--- src/rtl/bit_stuffer_if.sv ---
// Handshake bundle between an upstream bit source and the bit stuffer.
// The slave side is the stuffer; the master side drives unstuffed bits.
interface bit_stuffer_if;
    logic bstr_in;
    logic bstr_in_avail;
    logic in_done;
    logic in_stall;
    logic bstr_out;
    logic bstr_out_avail;
    logic out_done;

    modport master (
        output bstr_in,
        output bstr_in_avail,
        output in_done,
        input  in_stall,
        input  bstr_out,
        input  bstr_out_avail,
        input  out_done
    );

    modport slave (
        input  bstr_in,
        input  bstr_in_avail,
        input  in_done,
        output in_stall,
        output bstr_out,
        output bstr_out_avail,
        output out_done
    );
endinterface

--- src/rtl/bit_stuffer.sv ---
// Serial bit stuffer: inserts a 0 after every six consecutive output 1s,
// with a one-cycle upstream stall while the stuffed bit goes out.
module bit_stuffer (
    input  logic          clk,
    input  logic          rst_b,
    bit_stuffer_if.slave  bus
);
    typedef enum logic {RUN, STUFF} state_t;

    state_t     state, state_n;
    logic [2:0] ones, ones_n;
    logic       done_pend, done_pend_n;
    logic       out_q, out_n;
    logic       avail_q, avail_n;
    logic       done_q, done_n;

    assign bus.in_stall       = (state == STUFF);
    assign bus.bstr_out       = out_q;
    assign bus.bstr_out_avail = avail_q;
    assign bus.out_done       = done_q;

    always_ff @(posedge clk) begin
        if (!rst_b) begin
            state     <= RUN;
            ones      <= '0;
            done_pend <= 1'b0;
            out_q     <= 1'b0;
            avail_q   <= 1'b0;
            done_q    <= 1'b0;
        end else begin
            state     <= state_n;
            ones      <= ones_n;
            done_pend <= done_pend_n;
            out_q     <= out_n;
            avail_q   <= avail_n;
            done_q    <= done_n;
        end
    end

    always_comb begin
        state_n     = state;
        ones_n      = ones;
        done_pend_n = done_pend;
        out_n       = 1'b0;
        avail_n     = 1'b0;
        done_n      = 1'b0;
        unique case (state)
            RUN: begin
                if (bus.bstr_in_avail) begin
                    out_n   = bus.bstr_in;
                    avail_n = 1'b1;
                    if (bus.bstr_in && ones == 3'd5) begin
                        // Sixth 1: the packet end, if any, rides on the stuffed 0.
                        ones_n      = 3'd6;
                        state_n     = STUFF;
                        done_pend_n = bus.in_done;
                    end else if (bus.in_done) begin
                        ones_n = '0;
                        done_n = 1'b1;
                    end else if (bus.bstr_in) begin
                        ones_n = ones + 3'd1;
                    end else begin
                        ones_n = '0;
                    end
                end else begin
                    ones_n = '0;
                end
            end
            STUFF: begin
                out_n       = 1'b0;
                avail_n     = 1'b1;
                done_n      = done_pend;
                done_pend_n = 1'b0;
                ones_n      = '0;
                state_n     = RUN;
            end
            default: state_n = RUN;
        endcase
    end
endmodule

--- src/flat_wrapper.sv ---
// flat-port wrapper written by rule: the top's interface ports become plain ports
module bit_stuffer_flat 
  (clk, rst_b, bus_bstr_in, bus_bstr_in_avail, bus_in_done, bus_in_stall, bus_bstr_out, bus_bstr_out_avail, bus_out_done);
  bit_stuffer_if bus_i ();
  input  logic clk;
  input  logic rst_b;
  input wire logic [$bits(bus_i.bstr_in)-1:0] bus_bstr_in;
  input wire logic [$bits(bus_i.bstr_in_avail)-1:0] bus_bstr_in_avail;
  input wire logic [$bits(bus_i.in_done)-1:0] bus_in_done;
  output wire logic [$bits(bus_i.in_stall)-1:0] bus_in_stall;
  output wire logic [$bits(bus_i.bstr_out)-1:0] bus_bstr_out;
  output wire logic [$bits(bus_i.bstr_out_avail)-1:0] bus_bstr_out_avail;
  output wire logic [$bits(bus_i.out_done)-1:0] bus_out_done;
  assign bus_i.bstr_in = bus_bstr_in;
  assign bus_i.bstr_in_avail = bus_bstr_in_avail;
  assign bus_i.in_done = bus_in_done;
  assign bus_in_stall = bus_i.in_stall;
  assign bus_bstr_out = bus_i.bstr_out;
  assign bus_bstr_out_avail = bus_i.bstr_out_avail;
  assign bus_out_done = bus_i.out_done;
  bit_stuffer u_core (.clk(clk), .rst_b(rst_b), .bus(bus_i));
endmodule
--- config.mk ---
export PLATFORM = sky130hd
export DESIGN_NAME = bit_stuffer_flat
export DESIGN_NICKNAME = d
export VERILOG_FILES = /design/src/rtl/bit_stuffer_if.sv /design/src/rtl/bit_stuffer.sv /design/src/flat_wrapper.sv
export SDC_FILE = /design/constraint.sdc
export NUM_CORES = 1
export LEC_CHECK = 0
export ABC_AREA = 1
export ABC_CLOCK_PERIOD_IN_PS = 1300
export CORE_AREA = 2 2 39 41
export CTS_BUF_LIST = sky130_fd_sc_hd__clkbuf_8
export CTS_CLUSTER_SIZE = 24
export DETAILED_ROUTE_END_ITERATION = 10
export DIE_AREA = 0 0 41 43
export GPL_ROUTABILITY_DRIVEN = 0
export GPL_TIMING_DRIVEN = 0
export PLACE_DENSITY = 0.44
export SETUP_SLACK_MARGIN = 0.15
export SLEW_MARGIN = 25
export SYNTH_ARGS = -nofsm -noshare
export SYNTH_HDL_FRONTEND = slang
export SYNTH_SLANG_ARGS = --single-unit
--- constraint.sdc ---
create_clock -name clk -period 1.3 [get_ports clk]
set_input_delay 0.195 -clock clk [delete_from_list [all_inputs] [get_ports clk]]
set_output_delay 0.195 -clock clk [all_outputs]
set_load 0.01 [all_outputs]
==> flow_summary.json <==
{
  "rows": 14,
  "fin_worst_skew_ns": 0.00355,
  "p_clk_share_pct": 50.8,
  "wl_met3_um": 50,
  "max-cap-violations": 0,
  "root_buffer": "clkbuf_8",
  "grt_max_degree": 6,
  "fin_area_um2": 474,
  "grt_usage_pct": 10.4,
  "crit_chain": "dlygate4sd2_1",
  "fin_crit_sh_pct": 83.0,
  "wl_met2_um": 265,
  "setup_viol_count_final": 0,
  "synth_area_leader_cell": "dfxtp_1",
  "p_per_area_nw_per_um2": 1250,
  "startpoint_type": "flip-flop",
  "synthesis.area_um2": 338,
  "via_count": 296,
  "path_class": "reg -> out",
  "synth_flop_cell": "dfxtp_1",
  "core-area_um2": 1380,
  "viasPerCell": 4.35,
  "status": "finished, final reports clean",
  "dr.pass1.iters": 3,
  "yosysSeqAreaShare_pct": 47.4,
  "port_buffers": 8,
  "ant_nets": 0,
  "rsz0062_at_grt": "no",
  "crit_family": "flip-flops",
  "drv_slew": 0,
  "cp.required_ns": 1.11,
  "drt-total-wl_um": 675,
  "routed.top_layer": "met4",
  "grt_first_pass_wirelength_um": 1090,
  "final-hold-violation-count": 0,
  "crit_path_top_delay_cell": "dfxtp_1",
  "crit_arrival_ns": 0.88,
  "clk_pin_slew_worst_paths_ns": 0.04,
  "die_h_um": 43,
  "synth_seq_cells": 8,
  "leakagePower_nw": 0.222,
  "synth_area_per_cell_um2": 8.24,
  "wl_per_cell_um": 9.93,
  "fp.dieArea_um2": 1760,
  "fillCellCount": 161,
  "synth_cells": 41,
  "finalSetupTns_ns": 0,
  "dpl.hpwl_um": 482,
  "cts.sinks": 8,
  "die_x_um": 41,
  "place_ws_ns": 0.0462,
  "cts_tree": "built",
  "switching_share_pct": 20.6,
  "antenna_found_initial": 0,
  "vdd_ir_drop_max_mv": 0.427,
  "diodes": 0,
  "yosysUniqueCellTypes": 14,
  "nets": 61,
  "clock_path_buffers": 2,
  "hold_slack_ns": 0.464,
  "crit_buf_inv": 1,
  "async_flop_share_pct": 0,
  "cts_hold_buf": 0,
  "synth_warnings": 0,
  "tightest_slew_ns": 0.181,
  "synth_top_area_share_pct": 47.4,
  "place_area_um2": 438,
  "initial_core_util_pct": 24.4,
  "seqPwrFrac_pct": 42.6,
  "io_pins": 9,
  "synth.most_common_cell": "dfxtp_1",
  "synth.area.top_cells": "dfxtp_1 (47%), ha_1 (7.4%), inv_1 (6.7%)",
  "syn_to_final_growth_pct": 40.4,
  "layout_min_cycle_time_ns": 1.08,
  "switchingPower_mw": 0.122,
  "synth_edf_count": 0,
  "hold_class": "reg -> reg",
  "slew_headroom_pct": 87.9,
  "overflow": 0,
  "htreeDepth": 1,
  "wl_met1_um": 317,
  "drive_gt1_share_pct": 17.3,
  "pwr-share-comb_pct": 6.6,
  "synth.cells.most_frequent": "dfxtp_1 (8), inv_1 (6), nand2_1 (6)",
  "detail_route.iter0.violations": 1,
  "p_total_mw": 0.594,
  "cellInternalPower_mw": 0.472,
  "slowest_delay_ns": 0.37,
  "setup_ws_ns": 0.221,
  "fmax_mhz": 927,
  "cts_buffers": 3,
  "grt_pass1_vias": 285,
  "worstSkewPairLatency_ns": 0.23,
  "crit_path_max_fanout": 4,
  "drc": 0,
  "crit_path_end_kind": "output port",
  "syn_nets": 48
}
power groups by stage:
stage	clock network, mW	registers [mW]	logic, mW
3_5_place_dp	0	0.257	0.0424
3_3_place_gp	0	0.257	0.0433
6_report	0.302	0.253	0.0394
4_1_cts	0.308	0.253	0.0398
5_1_grt	0.318	0.253	0.0434
2_1_floorplan	0	0.259	0.0138
final timing paths:
check	end	start	slack, ns	cells past startpoint
max	bus_in_stall	u_core.bus.in_stall	0.22	1
min	u_core.bus.out_done	u_core.done_pend	0.46	2
max reg2reg	u_core.ones[2]	u_core.ones[0]	0.24	4
min reg2reg	u_core.bus.out_done	u_core.done_pend	0.46	2
layout by cell type, fill, tap and decap left out, drive strengths merged:
cell type / instances
or2: 1
clkdlybuf4s50: 4
dlygate4sd2: 4
nor2: 4
nor3: 1
nand3: 4
inv: 7
nand4: 2
a21oi: 5
ha: 2
nand2: 7
dfxtp: 8
clkbuf: 3
kinds of logic after synthesis:
family                   Yosys count  share of synthesized area [%]
flip-flops                         8                           47.4
AND/OR/NAND/NOR                   19                           28.9
buffers and inverters              7                           7.78
adder cells (fa/ha/maj)            2                           7.41
AO/OA/AOI/OAI                      5                           8.52
metrics by stage:
step / cells / utilization, %
floorplan: 41 / -
global placement: 65 / 31.6
detailed placement: 65 / 31.6
CTS: 68 / 34.3
global route: 68 / 34.3
finish: 68 / 34.3
layer usage:
metal,vias up,GRT usage (%)
met5,-,0
met4,0,14.0
met3,5,4.71
met2,11,12.8
met1,125,10.6
li1,155,-
state kept, by name, summed over array words and instances (netlist names):
register / cells
u_core.bus.out_done: 1
u_core.bus.in_stall: 1
u_core.ones: 3
u_core.done_pend: 1
u_core.bus.bstr_out_avail: 1
u_core.bus.bstr_out: 1
what timing repair did:
item / CTS / global route
resized for setup: 4 / 0
setup endpoints to repair: 4 / 0
setup buffers: 0 / 0
final cells by class:
class	count	area [um2]	area share (%)
flip-flops and latches	8	160	33.8
multi-input cells	26	151	31.9
repair buffers	8	75.1	15.8
clock buffers	3	41.3	8.71
inverters	7	26.3	5.54
well taps	16	20.0	4.22
Note: power is estimated with default switching activity, not from simulation.
